<file path="src/rtl/stepper_motor.sv">
// Stepper motor phase sequencer.
//
// Walks an 8-entry coil phase table at one step every STEP_DIV clocks while a
// motion command is present. Full-step mode strides the table by 2 (wave
// drive, even entries only); half-step mode strides by 1. The coil pattern is
// registered.
//
// Ports:
//   clk        system clock, all state changes on the rising edge
//   rst_n      asynchronous active-low reset
//   direction  2'b0x stop, 2'b10 forward, 2'b11 reverse (synchronous to clk)
//   q          registered coil drive, q[0] = coil A .. q[3] = coil D
module stepper_motor #(
    parameter int unsigned STEP_DIV  = 1,
    parameter int unsigned HALF_STEP = 0,
    parameter int unsigned HOLD      = 1
) (
    input  logic       clk,
    input  logic       rst_n,
    input  logic [1:0] direction,
    output logic [3:0] q
);

    localparam logic [15:0] DivLast  = 16'(STEP_DIV - 1);
    localparam logic [2:0]  StepSize = (HALF_STEP != 0) ? 3'd1 : 3'd2;
    localparam logic [3:0]  RstQ     = (HOLD != 0) ? 4'b0001 : 4'b0000;

    // Adjacent-coil phase table; odd entries energise two neighbouring coils.
    function automatic logic [3:0] phase(input logic [2:0] i);
        logic [3:0] p;
        unique case (i)
            3'd0:    p = 4'b0001;
            3'd1:    p = 4'b0011;
            3'd2:    p = 4'b0010;
            3'd3:    p = 4'b0110;
            3'd4:    p = 4'b0100;
            3'd5:    p = 4'b1100;
            3'd6:    p = 4'b1000;
            default: p = 4'b1001;
        endcase
        return p;
    endfunction

    logic [2:0]  idx_q, idx_d;
    logic [15:0] cnt_q, cnt_d;
    logic [3:0]  q_q, q_d;
    logic        moving;

    assign moving = direction[1];

    always_comb begin
        idx_d = idx_q;
        cnt_d = 16'd0;
        q_d   = 4'b0000;
        if (moving) begin
            if (cnt_q == DivLast) begin
                // 3-bit arithmetic gives the modulo-8 wrap for free.
                idx_d = direction[0] ? (idx_q - StepSize) : (idx_q + StepSize);
            end else begin
                cnt_d = cnt_q + 16'd1;
            end
        end
        // While stopped the divider is cleared so the first step after a
        // restart lands a full STEP_DIV clocks later.
        if (moving || (HOLD != 0)) begin
            q_d = phase(idx_d);
        end
    end

    always_ff @(posedge clk or negedge rst_n) begin
        if (!rst_n) begin
            idx_q <= 3'd0;
            cnt_q <= 16'd0;
            q_q   <= RstQ;
        end else begin
            idx_q <= idx_d;
            cnt_q <= cnt_d;
            q_q   <= q_d;
        end
    end

    assign q = q_q;

endmodule

</file>
<file path="config.mk">
export PLATFORM = sky130hd
export DESIGN_NAME = stepper_motor
export DESIGN_NICKNAME = d
export VERILOG_FILES = /design/src/rtl/stepper_motor.sv
export SDC_FILE = /design/constraint.sdc
export NUM_CORES = 1
export LEC_CHECK = 0
export BUFFER_PORTS_ARGS = -buffer_cell sky130_fd_sc_hd__clkbuf_2
export CAP_MARGIN = 5
export CORE_MARGIN = 3
export CORE_UTILIZATION = 52
export DETAILED_ROUTE_END_ITERATION = 7
export GPL_TIMING_DRIVEN = 0
export HOLD_SLACK_MARGIN = 0.12
export PLACE_DENSITY_LB_ADDON = 0.05
export SYNTH_ARGS = -nofsm -noshare
export SYNTH_HDL_FRONTEND = slang
export SYNTH_SLANG_ARGS = --single-unit
</file>
<file path="constraint.sdc">
create_clock -name clk -period 1.7 [get_ports clk]
set_clock_uncertainty 0.2 [all_clocks]
set_input_delay 0.255 -clock clk [delete_from_list [all_inputs] [get_ports clk]]
set_output_delay 0.255 -clock clk [all_outputs]
set_load 0.01 [all_outputs]
</file>
==> results.sh, run 1 <==
export IMPL_clockBufferDepth=2
export IMPL_crit_arrival_ns=1.82
export IMPL_path_class="register to register"
export IMPL_cp_required_ns=1.70
export IMPL_grt_max_degree=23
export IMPL_grt_util_all_layers_pct=18.27
export IMPL_synthesis_area_um2=1131
export IMPL_post_route_min_period_ns=1.825
export IMPL_dr_total_vias=896
export IMPL_cts_sinks=22
export IMPL_antennaDiodeCount=0
export IMPL_dp_cells=145
export IMPL_overflow=0
export IMPL_wl_per_cell_um=14.56
export IMPL_rows=16
export IMPL_synth_area_mux_share_pct=0
export IMPL_synth_distinct_cells=25
export IMPL_path_cells="inv_1 -> ha_1 -> nor4b_4 -> nand4_1 -> or2_4 -> a31o_1"
export IMPL_port_buffers=7
export IMPL_nNetsFinal=142
export IMPL_synth_top_cell_area_share_pct=46.46
export IMPL_grt_pass1_vias=798
export IMPL_numCtsBuffers=3
export IMPL_power_leakage_nw=0.6080
export IMPL_pwr_share_clk_pct=20.4
export IMPL_cts_tree="done"
export IMPL_max_freq_ghz=0.5481
export IMPL_dpl_worst_slack_ns=-0.2218
export IMPL_drt_wl_total_um=2359
export IMPL_synth_area_top_cells="dfrtp_1, xor2_1, xnor2_1, nor2_1, nand4_1"
export IMPL_syn_num_nets=117
export IMPL_viasPerCell=5.531
export IMPL_swShare_pct=29.39
export IMPL_drc=0
export IMPL_pwr_share_comb_pct=25.3
export IMPL_synth_top_family_by_area="simple AND/OR/NAND/NOR gates"
export IMPL_drt_pass1_iterations=5
export IMPL_setup_viol=19
export IMPL_power_density_nw_per_um2=835.8
export IMPL_syn_area_per_cell_um2=10.19
export IMPL_crit_family="simple AND/OR/NAND/NOR gates"
export IMPL_p_int_w=0.0008188
export IMPL_post_dp_hpwl_um=1431
export IMPL_hold_class="primary input to register"
export IMPL_end_kind="register"
export IMPL_drive_above_1_share_pct=25.19
export IMPL_drtAntennaViolNets=0
export IMPL_die_y_um=52.64
export IMPL_syn_inst=111
export IMPL_total_power_w=0.001160
export IMPL_synth_compound_area_share_pct=2.876
export IMPL_ys_ff_latch=22
export IMPL_fin_cells=162
export IMPL_synth_xor_area_share_pct=14.71
export IMPL_relSlewSlack_pct=63.98
export IMPL_io_pin_count=8
export IMPL_drtIter0Drc=23
export IMPL_grt_first_pass_wirelength_um=3650
export IMPL_start_util_pct=56.50
export IMPL_crit_slowest_cell="dfrtp_1"
export IMPL_synth_top_area_cell="dfrtp_1"
export IMPL_clkTransAtPathRegs_ns=0.11
export IMPL_violations="negative setup slack"
export IMPL_rrSetupSlack_ns=-0.12
export IMPL_power_frac_seq_pct=54.3
export IMPL_die_x_um=52.64
export IMPL_critPathMaxFanout=4
export IMPL_synth_adder_area_share_pct=2.212
export IMPL_maxSlewViolCount=0
export IMPL_peakVddDrop_mv=0.7456
export IMPL_tightestPinTransition_ns=0.5404
export IMPL_yosys_warnings=0
export IMPL_area_delta_synth_final_pct=22.68
export IMPL_hold_ws_ns=0.1358
export IMPL_yosys_area_share_simple_pct=27.32
export IMPL_fp_dieArea_um2=2771
export IMPL_core_um2=2002
export IMPL_clk_latency_ns=0.30
export IMPL_cp_start_kind="register"
export IMPL_slowest_delay_ns=0.42
export IMPL_worst_slack_ns=-0.1246
export IMPL_rsz0062_at_grt="yes"
export IMPL_antenna_found_initial=0
export IMPL_synth_yosys_seq_area_share_pct=48.78
export IMPL_finalSetupTns_ns=-1.231
export IMPL_power_switching_w=0.0003409
export IMPL_hold_viol=0
export IMPL_worstPathBufferInverterCount=1
export IMPL_maxCapViolCount=0
export IMPL_outcome="complete, but fails checks"
export IMPL_root_buffer="clkbuf_4"
export IMPL_place_congestion=0.7804
export IMPL_htreeDepth=1
export IMPL_period_share_pct=107.3
final cells by class:
type / instances / area [um^2]
fillers: 155 / 614.3
multi-input cells: 79 / 573.1
flip-flops and latches: 22 / 553.0
repair buffers: 20 / 147.6
plain buffers: 5 / 35.03
well taps: 27 / 33.78
clock buffers: 4 / 26.28
inverters: 5 / 18.77
layer usage:
| layer | vias to the layer above | part of all wire, % | global-route usage, % |
|---|---|---|---|
| li1 | 430 | - | - |
| met1 | 437 | 48 | 24.42 |
| met2 | 25 | 46 | 28.51 |
| met3 | 4 | 5.0 | 3.704 |
| met4 | 0 | 0.72 | 7.660 |
| met5 | - | 0 | 0 |
worst paths after layout:
kind,cells past startpoint,end,start
worst max register to register,6,q[1],cnt_q[0]
worst min-delay path,4,q[0],direction[1]
min in group asynchronous,2,cnt_q[14],rst_n
max in group asynchronous,2,cnt_q[8],rst_n
worst min register to register,2,cnt_q[15],cnt_q[15]
worst max-delay path,6,q[1],cnt_q[0]
timing repair:
| action | in CTS | in global routing |
|---|---|---|
| hold endpoints to repair | 24 | 0 |
| pin swaps | 5 | 2 |
| buffers inserted | 6 | 3 |
| endpoints found under the setup margin | 15 | 20 |
| cloned | 0 | 1 |
| gates resized for setup | 4 | 11 |
| hold buffers | 3 | 0 |
worst min-delay path, stage by stage:
cell	delay [ns]
clkbuf_2	0.13
inv_1	0.07
or2_4	0.12
o31ai_1	0.07
cells by family (layout without fill, tap and decap cells):
kind of cell    after synthesis  after routing
buf+inv                      10             34
simple gates                 54             54
flops                        22             22
xor+xnor                     19             19
compound gates                4              4
fa+ha+maj                     2              2
flip-flops by register name, summed over array words and instances (netlist names):
name   count
q          4
idx_q      2
cnt_q     16
cells in the final DEF, fill, tap and decap left out, drive strengths merged, types with 4 or more instances in the layout:
master	netlist	layout
xnor2	9	9
nor4	5	5
nand2	5	5
nand4	9	9
nor2	16	16
nor3	4	4
nand3	7	7
dfrtp	21	21
inv	5	5
clkbuf	2	13
buf	3	13
xor2	10	10
cell usage after synthesis:
| cell | count |
|---|---|
| a31o_1 | 2 |
| and2_1 | 2 |
| and3_1 | 1 |
| and4_1 | 2 |
| buf_1 | 1 |
| buf_2 | 1 |
| buf_6 | 1 |
| clkbuf_1 | 2 |
| dfrtp_1 | 21 |
| dfstp_2 | 1 |
| ha_1 | 2 |
| inv_1 | 5 |
| nand2_1 | 5 |
| nand3_1 | 7 |
| nand4_1 | 9 |
| nor2_1 | 16 |
| nor3_1 | 4 |
| nor4_1 | 3 |
| nor4_2 | 2 |
| nor4b_1 | 1 |
| nor4b_4 | 1 |
| o31ai_1 | 2 |
| or2_1 | 1 |
| xnor2_1 | 9 |
| xor2_1 | 10 |
power by group through the flow:
| stage | sequential, W | combinational, W | clock [W] |
|---|---|---|---|
| floorplan | 0.000667 | 0.000160 | 0 |
| global placement | 0.000640 | 0.000266 | 0 |
| detailed placement | 0.000642 | 0.000277 | 0 |
| CTS | 0.000631 | 0.000287 | 0.000248 |
| global route | 0.000638 | 0.000323 | 0.000269 |
| finish | 0.000630 | 0.000294 | 0.000236 |
per-stage QoR:
stage	cell area, um^2	util (%)
after floorplan	1131	-
after global placement	1200	59.94
after detailed placement	1200	59.94
after CTS	1316	65.75
after global routing	1388	69.31
final	1388	69.31
Note: power is estimated with default switching activity, not from simulation.
==> run 2, diff against run 1 <==
CORE_ASPECT_RATIO = 0.7   (was not set)
==> run 2 against run 1 <==
Compared with the run above:
- the run still ends with negative setup slack left
- power up 5.3%
- sequential cell count unchanged
- clock power up 22%
- non-clock buffer count down 3
- first-iteration DRC count up 110%
- sequential power about the same
==> results.sh, run 2 (same netlist as run 1, synthesis figures left out) <==
export IMPL_rr_endpoint="q[1]"
export IMPL_cp_required_ns=1.70
export IMPL_antenna_found_initial=0
export IMPL_core_um2=1952
export IMPL_r2r_cells=4
export IMPL_hold_viol=0
export IMPL_overflow=0
export IMPL_setup_viol=4
export IMPL_grt_util_all_layers_pct=17.56
export IMPL_finalSetupTns_ns=-0.4747
export IMPL_fin_util_pct=69.87
export IMPL_maxCapViolCount=0
export IMPL_grt_max_degree=23
export IMPL_relSlewSlack_pct=63.28
export IMPL_drtIter0Drc=49
export IMPL_post_dp_hpwl_um=1450
export IMPL_cp_start_kind="register"
export IMPL_fp_dieArea_um2=2780
export IMPL_final_cell_mix="dfrtp_1, nor2_1, xor2_1"
export IMPL_pwr_share_comb_pct=24.5
export IMPL_drt_pass1_iterations=4
export IMPL_power_switching_w=0.0003585
export IMPL_peakVddDrop_mv=0.6630
export IMPL_clockBufferDepth=2
export IMPL_max_freq_ghz=0.5451
export IMPL_htreeDepth=1
export IMPL_dpl_worst_slack_ns=-0.1939
export IMPL_hold_ws_ns=0.2423
export IMPL_pwr_share_clk_pct=23.7
export IMPL_die_x_um=61.75
export IMPL_viasPerCell=5.688
export IMPL_area_delta_synth_final_pct=20.58
export IMPL_drive_above_1_share_pct=25.76
export IMPL_largest_reg_flops=16
export IMPL_grt_first_pass_wirelength_um=3574
export IMPL_swShare_pct=29.37
export IMPL_power_leakage_nw=0.5825
export IMPL_hold_class="primary input to asynchronous set/reset pin"
export IMPL_crit_end="q[1]"
export IMPL_end_kind="register"
export IMPL_maxSlewViolCount=0
export IMPL_crit_start="cnt_q[4]"
export IMPL_antennaDiodeCount=0
export IMPL_rsz0062_at_grt="yes"
export IMPL_clkTransAtPathRegs_ns=0.12
export IMPL_place_congestion=0.7882
export IMPL_crit_arrival_ns=1.84
export IMPL_rows=13
export IMPL_worst_slack_ns=-0.1345
export IMPL_gr_usage_met2_pct=24.63
export IMPL_clk_latency_ns=0.31
export IMPL_numCtsBuffers=3
export IMPL_n_fill_cell=146
export IMPL_start_util_pct=57.95
export IMPL_total_power_w=0.001221
export IMPL_path_class="register to register"
export IMPL_period_share_pct=107.9
export IMPL_critPathMaxFanout=5
export IMPL_outcome="complete, but fails checks"
export IMPL_busiest_layer="met1"
export IMPL_root_buffer="clkbuf_4"
export IMPL_wl_per_cell_um=14.84
export IMPL_drtAntennaViolNets=0
export IMPL_p_int_w=0.0008621
export IMPL_power_frac_seq_pct=51.8
export IMPL_regMostFlops="cnt_q"
export IMPL_layout_commonest_cell="dfrtp_1"
export IMPL_power_density_nw_per_um2=895.0
export IMPL_dr_total_vias=876
export IMPL_post_route_min_period_ns=1.835
export IMPL_cts_sinks=22
export IMPL_met1_usage_pct=27.32
export IMPL_use_met3_pct=5.143
export IMPL_tightestPinTransition_ns=0.5508
export IMPL_port_buffers=7
export IMPL_rr_startpoint="cnt_q[4]"
export IMPL_violations="negative setup slack"
export IMPL_grt_pass1_vias=770
export IMPL_rrSetupSlack_ns=-0.13
export IMPL_drc=0
export IMPL_die_y_um=45.02
export IMPL_cts_tree="done"
export IMPL_nNetsFinal=139
export IMPL_io_pin_count=8
export IMPL_drt_wl_total_um=2285
## run 2: area by class of cell
type	instances	area (um^2)	area share (%)
Multi-Input combinational cell	79	560.5	41.10
Sequential cell	22	554.3	40.64
Timing Repair Buffer	18	136.4	10.00
Clock buffer	4	36.28	2.661
Buffer	4	30.03	2.202
Tap cell	22	27.53	2.018
Inverter	5	18.77	1.376
## run 2: worst min-delay path by stage
| stage | from | endpoint | slack (ns) |
|---|---|---|---|
| global route | rst_n | cnt_q[0] | 0.28 |
| finish | rst_n | cnt_q[0] | 0.24 |
| detailed placement | rst_n | q[3] | 0.07 |
| floorplan | rst_n | cnt_q[0] | -0.24 |
| CTS | rst_n | cnt_q[0] | 0.27 |
| global placement | rst_n | cnt_q[0] | 0.06 |
## run 2: layer usage
metal,wire length [um],up-vias
met5,0,-
met4,19,0
met3,154,2
met2,966,29
met1,1145,422
li1,-,423
## run 2: critical path, cell delays in order (launching register included)
cell	delay (ns)
dfrtp_1	0.46
nor4_2	0.35
nand4_1	0.21
or2_4	0.30
a31o_1	0.22
## run 2: per-stage QoR
step / std cells / instance area [um^2]
floorplan: 111 / 1131
global placement: 140 / 1194
detailed placement: 140 / 1194
CTS: 151 / 1304
global route: 154 / 1364
finish: 154 / 1364
## run 2: repair_timing
action,CTS,global route
setup buffers,5,2
hold endpoints to repair,25,0
resized for setup,3,12
setup endpoints to repair,16,19
pin swaps,3,2
cloned,0,1
hold buffers,3,0
## run 2: power groups by stage
stage / logic, W / registers (W) / clock network [W]
4_1_cts: 0.000292 / 0.000633 / 0.000292
3_5_place_dp: 0.000273 / 0.000644 / 0
6_report: 0.000299 / 0.000633 / 0.000289
5_1_grt: 0.000329 / 0.000640 / 0.000317
3_3_place_gp: 0.000267 / 0.000639 / 0
2_1_floorplan: 0.000160 / 0.000667 / 0
